$ cat src/rtl/fft_addr_sequencer_pkg.sv
// fft_addr_sequencer_pkg: shared FFT constants, sequencer state type and twiddle-index helper
package fft_addr_sequencer_pkg;
  localparam int N_POINTS = 32;
  localparam int LOG2N = 5;
  localparam int ADDR_W = 5;
  localparam int TW_W = 4;
  localparam int J_W = 4;
  localparam int S_W = 3;
  typedef enum logic [1:0] {IDLE, ISSUE, DRAIN, FINISH} state_e;
  // Low s bits of the operand address, scaled up to the 16-entry twiddle ROM.
  function automatic logic [TW_W-1:0] tw_of(input logic [ADDR_W-1:0] a, input logic [S_W-1:0] s);
    logic [ADDR_W-1:0] m;
    m = a & ((ADDR_W'(1) << s) - ADDR_W'(1));
    return TW_W'(m << (3'd4 - s));
  endfunction
endpackage

$ cat src/rtl/fft_rotl5.sv
// fft_rotl5: combinational 5-bit rotate-left
module fft_rotl5 (
  input  logic [4:0] din,
  input  logic [2:0] sh,
  output logic [4:0] dout
);
  logic [9:0] dbl;
  assign dbl = {din, din} << sh;
  assign dout = dbl[9:5];
endmodule

$ cat src/rtl/fft_addr_sequencer.sv
// fft_addr_sequencer: butterfly address/twiddle sequencer for a 32-point radix-2 FFT
module fft_addr_sequencer
  import fft_addr_sequencer_pkg::*;
#(
  parameter int DRAIN_CYCLES = 3
) (
  input  logic              clk,
  input  logic              clr_n,
  input  logic              start,
  input  logic              abort,
  input  logic              bf_ready,
  output logic              bf_valid,
  output logic [ADDR_W-1:0] addr_a,
  output logic [ADDR_W-1:0] addr_b,
  output logic [TW_W-1:0]   tw_idx,
  output logic [S_W-1:0]    stage,
  output logic              busy,
  output logic              done
);
  localparam int DC_W = DRAIN_CYCLES > 1 ? $clog2(DRAIN_CYCLES) : 1;
  localparam logic [DC_W-1:0] DC_LAST = DC_W'(DRAIN_CYCLES > 0 ? DRAIN_CYCLES - 1 : 0);
  state_e            state_q, state_d;
  logic [J_W-1:0]    j_q, j_d;
  logic [S_W-1:0]    s_q, s_d;
  logic [DC_W-1:0]   dcnt_q, dcnt_d;
  logic              bf_valid_q, bf_valid_d;
  logic [ADDR_W-1:0] addr_a_q, addr_a_d, addr_b_q, addr_b_d, rot_a, rot_b;
  logic [TW_W-1:0]   tw_idx_q, tw_idx_d;
  logic [S_W-1:0]    stage_q, stage_d;
  logic              busy_q, busy_d, done_q, done_d;
  // Outputs are registered, so the rotators work on the next-cycle counters.
  fft_rotl5 u_rot_a (.din({j_d, 1'b0}), .sh(s_d), .dout(rot_a));
  fft_rotl5 u_rot_b (.din({j_d, 1'b1}), .sh(s_d), .dout(rot_b));
  always_comb begin
    state_d = state_q;
    j_d = j_q;
    s_d = s_q;
    dcnt_d = dcnt_q;
    if (abort) begin
      state_d = IDLE;
      j_d = '0;
      s_d = '0;
      dcnt_d = '0;
    end else begin
      case (state_q)
        IDLE: if (start) begin
          state_d = ISSUE;
          j_d = '0;
          s_d = '0;
        end
        ISSUE: if (bf_ready) begin
          j_d = j_q + 4'd1;
          if (j_q == 4'd15) begin
            if (s_q == S_W'(LOG2N - 1)) state_d = FINISH;
            else if (DRAIN_CYCLES == 0) s_d = s_q + 3'd1;
            else begin
              state_d = DRAIN;
              dcnt_d = '0;
            end
          end
        end
        DRAIN: if (dcnt_q == DC_LAST) begin
          state_d = ISSUE;
          s_d = s_q + 3'd1;
        end else dcnt_d = dcnt_q + DC_W'(1);
        FINISH: state_d = IDLE;
        default: state_d = IDLE;
      endcase
    end
    bf_valid_d = state_d == ISSUE;
    addr_a_d = bf_valid_d ? rot_a : '0;
    addr_b_d = bf_valid_d ? rot_b : '0;
    tw_idx_d = bf_valid_d ? tw_of(rot_a, s_d) : '0;
    stage_d = bf_valid_d ? s_d : '0;
    busy_d = state_d != IDLE;
    done_d = state_d == FINISH;
  end
  always_ff @(posedge clk or negedge clr_n) begin
    if (!clr_n) begin
      state_q <= IDLE;
      j_q <= '0;
      s_q <= '0;
      dcnt_q <= '0;
      bf_valid_q <= 1'b0;
      addr_a_q <= '0;
      addr_b_q <= '0;
      tw_idx_q <= '0;
      stage_q <= '0;
      busy_q <= 1'b0;
      done_q <= 1'b0;
    end else begin
      state_q <= state_d;
      j_q <= j_d;
      s_q <= s_d;
      dcnt_q <= dcnt_d;
      bf_valid_q <= bf_valid_d;
      addr_a_q <= addr_a_d;
      addr_b_q <= addr_b_d;
      tw_idx_q <= tw_idx_d;
      stage_q <= stage_d;
      busy_q <= busy_d;
      done_q <= done_d;
    end
  end
  assign bf_valid = bf_valid_q;
  assign addr_a = addr_a_q;
  assign addr_b = addr_b_q;
  assign tw_idx = tw_idx_q;
  assign stage = stage_q;
  assign busy = busy_q;
  assign done = done_q;
endmodule

$ cat config.mk
export PLATFORM = sky130hd
export DESIGN_NAME = fft_addr_sequencer
export DESIGN_NICKNAME = d
export VERILOG_FILES = /design/src/rtl/fft_addr_sequencer_pkg.sv /design/src/rtl/fft_rotl5.sv /design/src/rtl/fft_addr_sequencer.sv
export SDC_FILE = /design/constraint.sdc
export NUM_CORES = 1
export LEC_CHECK = 0
export CORE_ASPECT_RATIO = 0.9
export CORE_MARGIN = 4
export CORE_UTILIZATION = 48
export CTS_CLUSTER_SIZE = 12
export DETAILED_ROUTE_END_ITERATION = 12
export GPL_TIMING_DRIVEN = 0
export MAX_ROUTING_LAYER = met4
export PLACE_DENSITY = 0.76
export SKIP_CTS_REPAIR_TIMING = 1
export SLEW_MARGIN = 20
export SYNTH_ARGS = -nofsm -noshare
export SYNTH_HDL_FRONTEND = slang
export SYNTH_HIERARCHICAL = 1
export SYNTH_SLANG_ARGS = --single-unit
$ cat constraint.sdc
create_clock -name clk -period 3.9 [get_ports clk]
set_clock_uncertainty 0.2 [all_clocks]
set_input_delay 0.39 -clock clk [delete_from_list [all_inputs] [get_ports clk]]
set_output_delay 0.39 -clock clk [all_outputs]
set_load 0.03 [all_outputs]
# Word-level counts from Yosys, hierarchy flattened
# Cells that the tools add are included.
[word_totals] ff_bits=31 latch_bits=0 ramBits=0 romBits=0 in_bits=5 wordCells=62 memories=0
[op_classes] addsub=5 n_mul=0 div=0 n_lt_le_gt_ge=0 eq_ne=12 n_shift=4 mux=25 n_bitwise=1 n_reduce_logical=4
[ops] op="2-to-1 mux 2 bit" n=10
[ops] op="<< shifter 10 x 3 -> 10 bit" n=2
[ops] op="2-to-1 mux 4 bit" n=4
[ops] op="2-to-1 mux 3 bit" n=4
[ops] op="!= test 3 bit, second input constant" n=4
[ops] op="2-to-1 mux 5 bit" n=2
[ops] op="== test 2 bit, second input constant" n=4
[ops] op="case mux 2 bit (4 select lines)" n=1
[ops] op="case mux 4 bit (2 select lines)" n=1
[ops] op="case mux 3 bit (2 select lines)" n=1
[ops] op="AND 5 bit" n=1
[ops] op="AND reduction 5 bit" n=1
[ops] op="<< shifter 1 x 3 -> 5 bit, first input constant" n=1
[ops] op="<< shifter 5 x 3 -> 4 bit" n=1
[ops] op="subtractor 5 x 1 -> 5 bit, second input constant" n=1
[ops] op="adder 4 x 1 -> 4 bit, second input constant" n=1
[ops] op="== test 2 x 1 -> 1 bit, second input constant" n=2
[ops] op="== test 4 bit, second input constant" n=1
[ops] op="case mux 2 bit (2 select lines)" n=1
[ops] op="adder 3 x 1 -> 3 bit, second input constant" n=1
[ops] op="== test 3 bit, second input constant" n=1
[ops] op="nonzero test 3 bit" n=1
[ops] op="subtractor 3 bit, first input constant" n=1
[ops] op="adder 2 x 1 -> 2 bit, second input constant" n=1
[ops] op="3 further kinds" n=3

# Longest topological paths before layout
[logic_depth] word_depth=9 depth_mapped=15 depth_no_buf=15

# By module
# The synthesis kept the hierarchy.
[modules_own_cells] mod="fft_addr_sequencer" instances=1 cells_per_inst=167 area_per_inst_um2=1670.4
[modules_own_cells] mod="fft_rotl5" instances=2 cells_per_inst=24 area_per_inst_um2=259.0

# Worst setup path after synthesis
# Ideal clock, no wire load.
[synth_path] path_kind="register -> register" startpoint="register dcnt_q[0]" endpoint="register tw_idx_q[3] (netlist: tw_idx[3])" setup_ps=96 arrival_ps=2797 required_time_ps=3604 path_slack_ps=807 path_stages_with_launch=15 path_buffers=0 synth_period_minus_slack_ps=3093 cell_sequence="dfrtp_1 > inv_1 > ha_1 > and3b_4 > a211oi_4 > nor2_2 > inv_1 > ha_1 > ha_1 > inv_1 > ha_1 > nor2b_1 > o21ai_0 > o311a_1 > a311oi_2"
[synth_between] elab_chain_cells=9 elab_cells_between_ends=15 cone_classes="add/sub (2); eq/ne (2); shift (3); mux (7); bitwise (1)"
[synth_lines] item="start: declaration" line="fft_addr_sequencer.sv:25" rtl="logic [DC_W-1:0] dcnt_q, dcnt_d;"
[synth_lines] item="start signal: assignment" line="fft_addr_sequencer.sv:95" rtl="dcnt_q <= dcnt_d;"
[synth_lines] item="== test 2 bit (*)" line="fft_addr_sequencer.sv:62" rtl="DRAIN: if (dcnt_q == DC_LAST) begin"
[synth_lines] item="2-to-1 mux 3 bit (*)" line="fft_addr_sequencer.sv:62"
[synth_lines] item="case mux 3 bit (2 select lines) (*)" line="fft_addr_sequencer.sv:45" rtl="case (state_q)"
[synth_lines] item="2-to-1 mux 3 bit (*)" line="fft_addr_sequencer.sv:39" rtl="if (abort) begin"
[synth_lines] item="named net s_d[0]" line="fft_addr_sequencer.sv:24" rtl="logic [S_W-1:0] s_q, s_d;"
[synth_lines] item="<< shifter 1 x 3 -> 5 bit" line="fft_addr_sequencer_pkg.sv:13" rtl="m = a & ((ADDR_W'(1) << s) - ADDR_W'(1));"
[synth_lines] item="subtractor 5 x 1 -> 5 bit" line="fft_addr_sequencer_pkg.sv:13"
[synth_lines] item="AND 5 bit" line="fft_addr_sequencer_pkg.sv:13"
[synth_lines] item="<< shifter 5 x 3 -> 4 bit (*)" line="fft_addr_sequencer_pkg.sv:14" rtl="return TW_W'(m << (3'd4 - s));"
[synth_lines] item="2-to-1 mux 4 bit (*)" line="fft_addr_sequencer.sv:73" rtl="tw_idx_d = bf_valid_d ? tw_of(rot_a, s_d) : '0;"
[synth_lines] item="named net tw_idx_d[3]" line="fft_addr_sequencer.sv:28" rtl="logic [TW_W-1:0] tw_idx_q, tw_idx_d;"
[synth_lines] item="end signal: assignment" line="fft_addr_sequencer.sv:99" rtl="tw_idx_q <= tw_idx_d;"
[synth_lines] item="end: declaration" line="fft_addr_sequencer.sv:28"
# Mark *: on every way through the listed nets, which the timed path passes. The rest lies on a longest branch.
# A chain may end at the register's enable or synchronous reset.

# Final worst setup path
# Ends and elaborated chain as after synthesis.

==> flow_summary.ini <==
[final_layout]
fillers = 383
fin_nets = 272
multiInputGateArea_um2 = 1328
finalInstanceArea_um2 = 2641
antenna_cells = 0
postLayoutCoreUtil_pct = 59.60
seqCellArea_um2 = 775.7
drive_above_1_share_pct = 17.51
areaGrowthSynthToFinish_pct = 20.70

[run_status]
status = completed

[sta]
finalSetupTns_ps = 0
slew_headroom_pct = 47.57
hold_violations = 0
min_period_ps = 3590
max_freq_ghz = 0.2785
fin_ws_ps = 309.8
worst_pin_slew_ps = 786.4
fin_crit_sh_pct = 92.06
setup_violations = 0
rsz0062_at_grt = false
maxSlewViolCount = 0

[synthesis]
synth_area_per_cell_um2 = 10.18
yosysTopAreaCell = dfrtp_1
synthFlopType = dfrtp_1
async_reset_ff_share_pct = 100.0
yosysSeqAreaShare_pct = 35.45
ys_warn_count = 6
synth_area_leaders = dfrtp_1 35%, mux4_2 8.2%, ha_1 6.3%
synth_top_area_share_pct = 35.45
synthCells = 215
synth_edf_count = 0
synthDistinctLibCells = 47
netlist_area_um2 = 2188
synth_seq_cells = 31

[detailed_routing]
drt-pass1-iter-count = 4
num_vias = 1769
wl_per_cell_um = 13.81
drc = 0
first_iter_violations = 166
viasPerCell = 5.545
ant_nets = 0
wl_um = 4406

[worst_setup_path]
rr_startpoint = dcnt_q[0]
critical_path_peak_fanout = 12
critPathLaunchType = flip-flop
crit_start = dcnt_q[0]
cp.arrival_ps = 3570
r2r_slack_ps = 310
critical_path_class = reg -> reg
worstPathRequired_ps = 3880
cp-end-kind = flip-flop

[placed_design]
hpwl_um = 3257
pre_cts_ws_ps = 144.0
gp_congestion = 0.8436
io_buffers = 23
placed_area_um2 = 2529

[worst_hold_path]
hp-class = reg -> reg
holdCritStartpoint = dcnt_q[0]

[floorplanning]
start_util_pct = 49.38
core_area_um2 = 4432
die_h_um = 72.06
num_rows = 23
die_w_um = 79.18
io-pin-count = 25
die_area_um2 = 5705

[pwr]
p_leak_nw = 1.128
ir_drop_mv = 0.1248
finalPower_uw = 665.8
powerDensity_nw_per_um2 = 252.1

[flow_run]
drv_cap = 0

[clock_network]
root_buffer = clkbuf_8
insertion_delay_ps = 280
clkTransAtPathRegs_ps = 60
cts.path.max_buffers = 2
cts_sinks = 31
htreeDepth = 2
cts_tree = yes
cts_made_buffers = 5

[global_route]
grt_usage_pct = 17.48
grt_pass1_vias = 1692
grt-ovfl-total = 0
grt_start_max_net_pins = 32
antenna_found_initial = 0
grt_pass1_wl_um = 7596
-- where the power goes --
| group | total, mW | internal (mW) | switching, mW |
|---|---|---|---|
| Sequential | 0.330 | 0.326 | 0.00338 |
| Combinational | 0.0628 | 0.0224 | 0.0404 |
| Clock | 0.273 | 0.161 | 0.113 |
| Total | 0.666 | 0.509 | 0.156 |
-- final timing paths --
| check | to | depth (start not counted) |
|---|---|---|
| setup / recovery | tw_idx[3] | 14 |
| hold / removal | dcnt_q[0] | 2 |
| setup reg to reg | tw_idx[3] | 14 |
| hold reg to reg | dcnt_q[0] | 2 |
| max in group asynchronous | addr_a[1] | 2 |
| min in group asynchronous | dcnt_q[0] | 2 |
-- synthesized netlist by cell type (all sizes together) (2+ instances only) --
| library cell | number |
|---|---|
| nand3b | 4 |
| nor2b | 5 |
| a21oi | 7 |
| mux2 | 10 |
| and4bb | 2 |
| nand2b | 2 |
| and3 | 9 |
| conb | 2 |
| mux4 | 8 |
| o21ai | 14 |
| inv | 14 |
| o211ai | 2 |
| mux2i | 5 |
| a21o | 2 |
| nand2 | 13 |
| clkbuf | 6 |
| xnor2 | 4 |
| nor2 | 14 |
| ha | 11 |
| nand4 | 2 |
| a22oi | 2 |
| and3b | 5 |
| nor3 | 8 |
| and2 | 3 |
| a2111oi | 3 |
| a31oi | 5 |
| dfrtp | 31 |
| buf | 6 |
| a211oi | 3 |
| nand3 | 3 |
-- worst max-delay path, cell delays in order (launching register included) --
cell and delay, ps:
dfrtp_1 380, inv_1 80, ha_1 240, and3b_4 310, a211oi_4 60, nor2_2 520
inv_1 140, ha_1 230, ha_1 210, inv_1 100, ha_1 240, nor2b_1 180
o21ai_0 170, o311a_1 180, a311oi_2 240
-- cell usage in the layout (no fill, tap or decap), types with 2 or more instances in the layout --
cell             Yosys  routed
a2111oi_0            2       2
a211oi_1             2       2
a21o_1               2       2
a21oi_1              7       7
a22oi_1              2       2
a31oi_1              5       5
and2_1               3       3
and3_1               9       9
and3b_2              4       4
and4bb_1             2       2
buf_2                1       2
buf_4                3       3
buf_6                2       2
clkbuf_1             6       7
clkbuf_8             0       7
clkdlybuf4s50_1      0      22
conb_1               2      12
dfrtp_1             31      31
ha_1                11      11
inv_1               14      14
mux2_2              10      10
mux2i_1              5       5
mux4_2               8       8
nand2_1             13      13
nand2b_1             2       2
nand3_1              3       3
nand3b_1             4       4
nand4_1              2       2
nor2_1              13      12
nor2_2               1       2
nor2b_1              5       5
nor3_1               8       8
o211ai_1             2       2
o21ai_0             13      13
xnor2_1              4       4
-- logic make-up (layout without fill, tap and decap cells) --
logic type               Yosys count  after routing  share of synthesized area (%)
multiplexers                      23             23                          15.67
XOR/XNOR                           4              4                          1.601
buffers and inverters             26             58                          5.717
adder cells (fa/ha/maj)           11             11                          6.289
AO/OA/AOI/OAI                     46             46                          16.01
other                              2             12                         0.3432
AND/OR/NAND/NOR                   72             72                          18.93
flip-flops                        31             31                          35.45
-- sequential cells by signal (all words and copies together) (netlist names) --
register / flops
addr_a: 5
addr_b: 5
j_q: 4
tw_idx: 4
s_q: 3
stage: 3
dcnt_q: 2
state_q: 2
bf_valid: 1
busy: 1
done: 1
-- per-stage QoR --
stage	hold slack [ps]	instances
5_1_grt	416.6	319
2_1_floorplan	-105.6	225
4_1_cts	-42.91	318
6_report	360.7	319
3_5_place_dp	259.2	310
3_3_place_gp	344.3	310
-- layout make-up --
cell class	instances	area share [%]
Buffer	12	2.748
Clock buffer	8	3.790
Sequential cell	31	29.37
Multi-Input combinational cell	168	50.26
Timing Repair Buffer	24	8.906
Inverter	14	1.990
Tap cell	62	2.937
-- layer usage --
metal	vias to the layer above	global-route usage (%)	share of wire, %
met3	10	3.846	3.9
met5	-	-	0
li1	854	-	-
met1	863	21.76	45
met4	0	7.634	2.5
met2	42	27.57	48
Power figures use the tool's default switching activity.
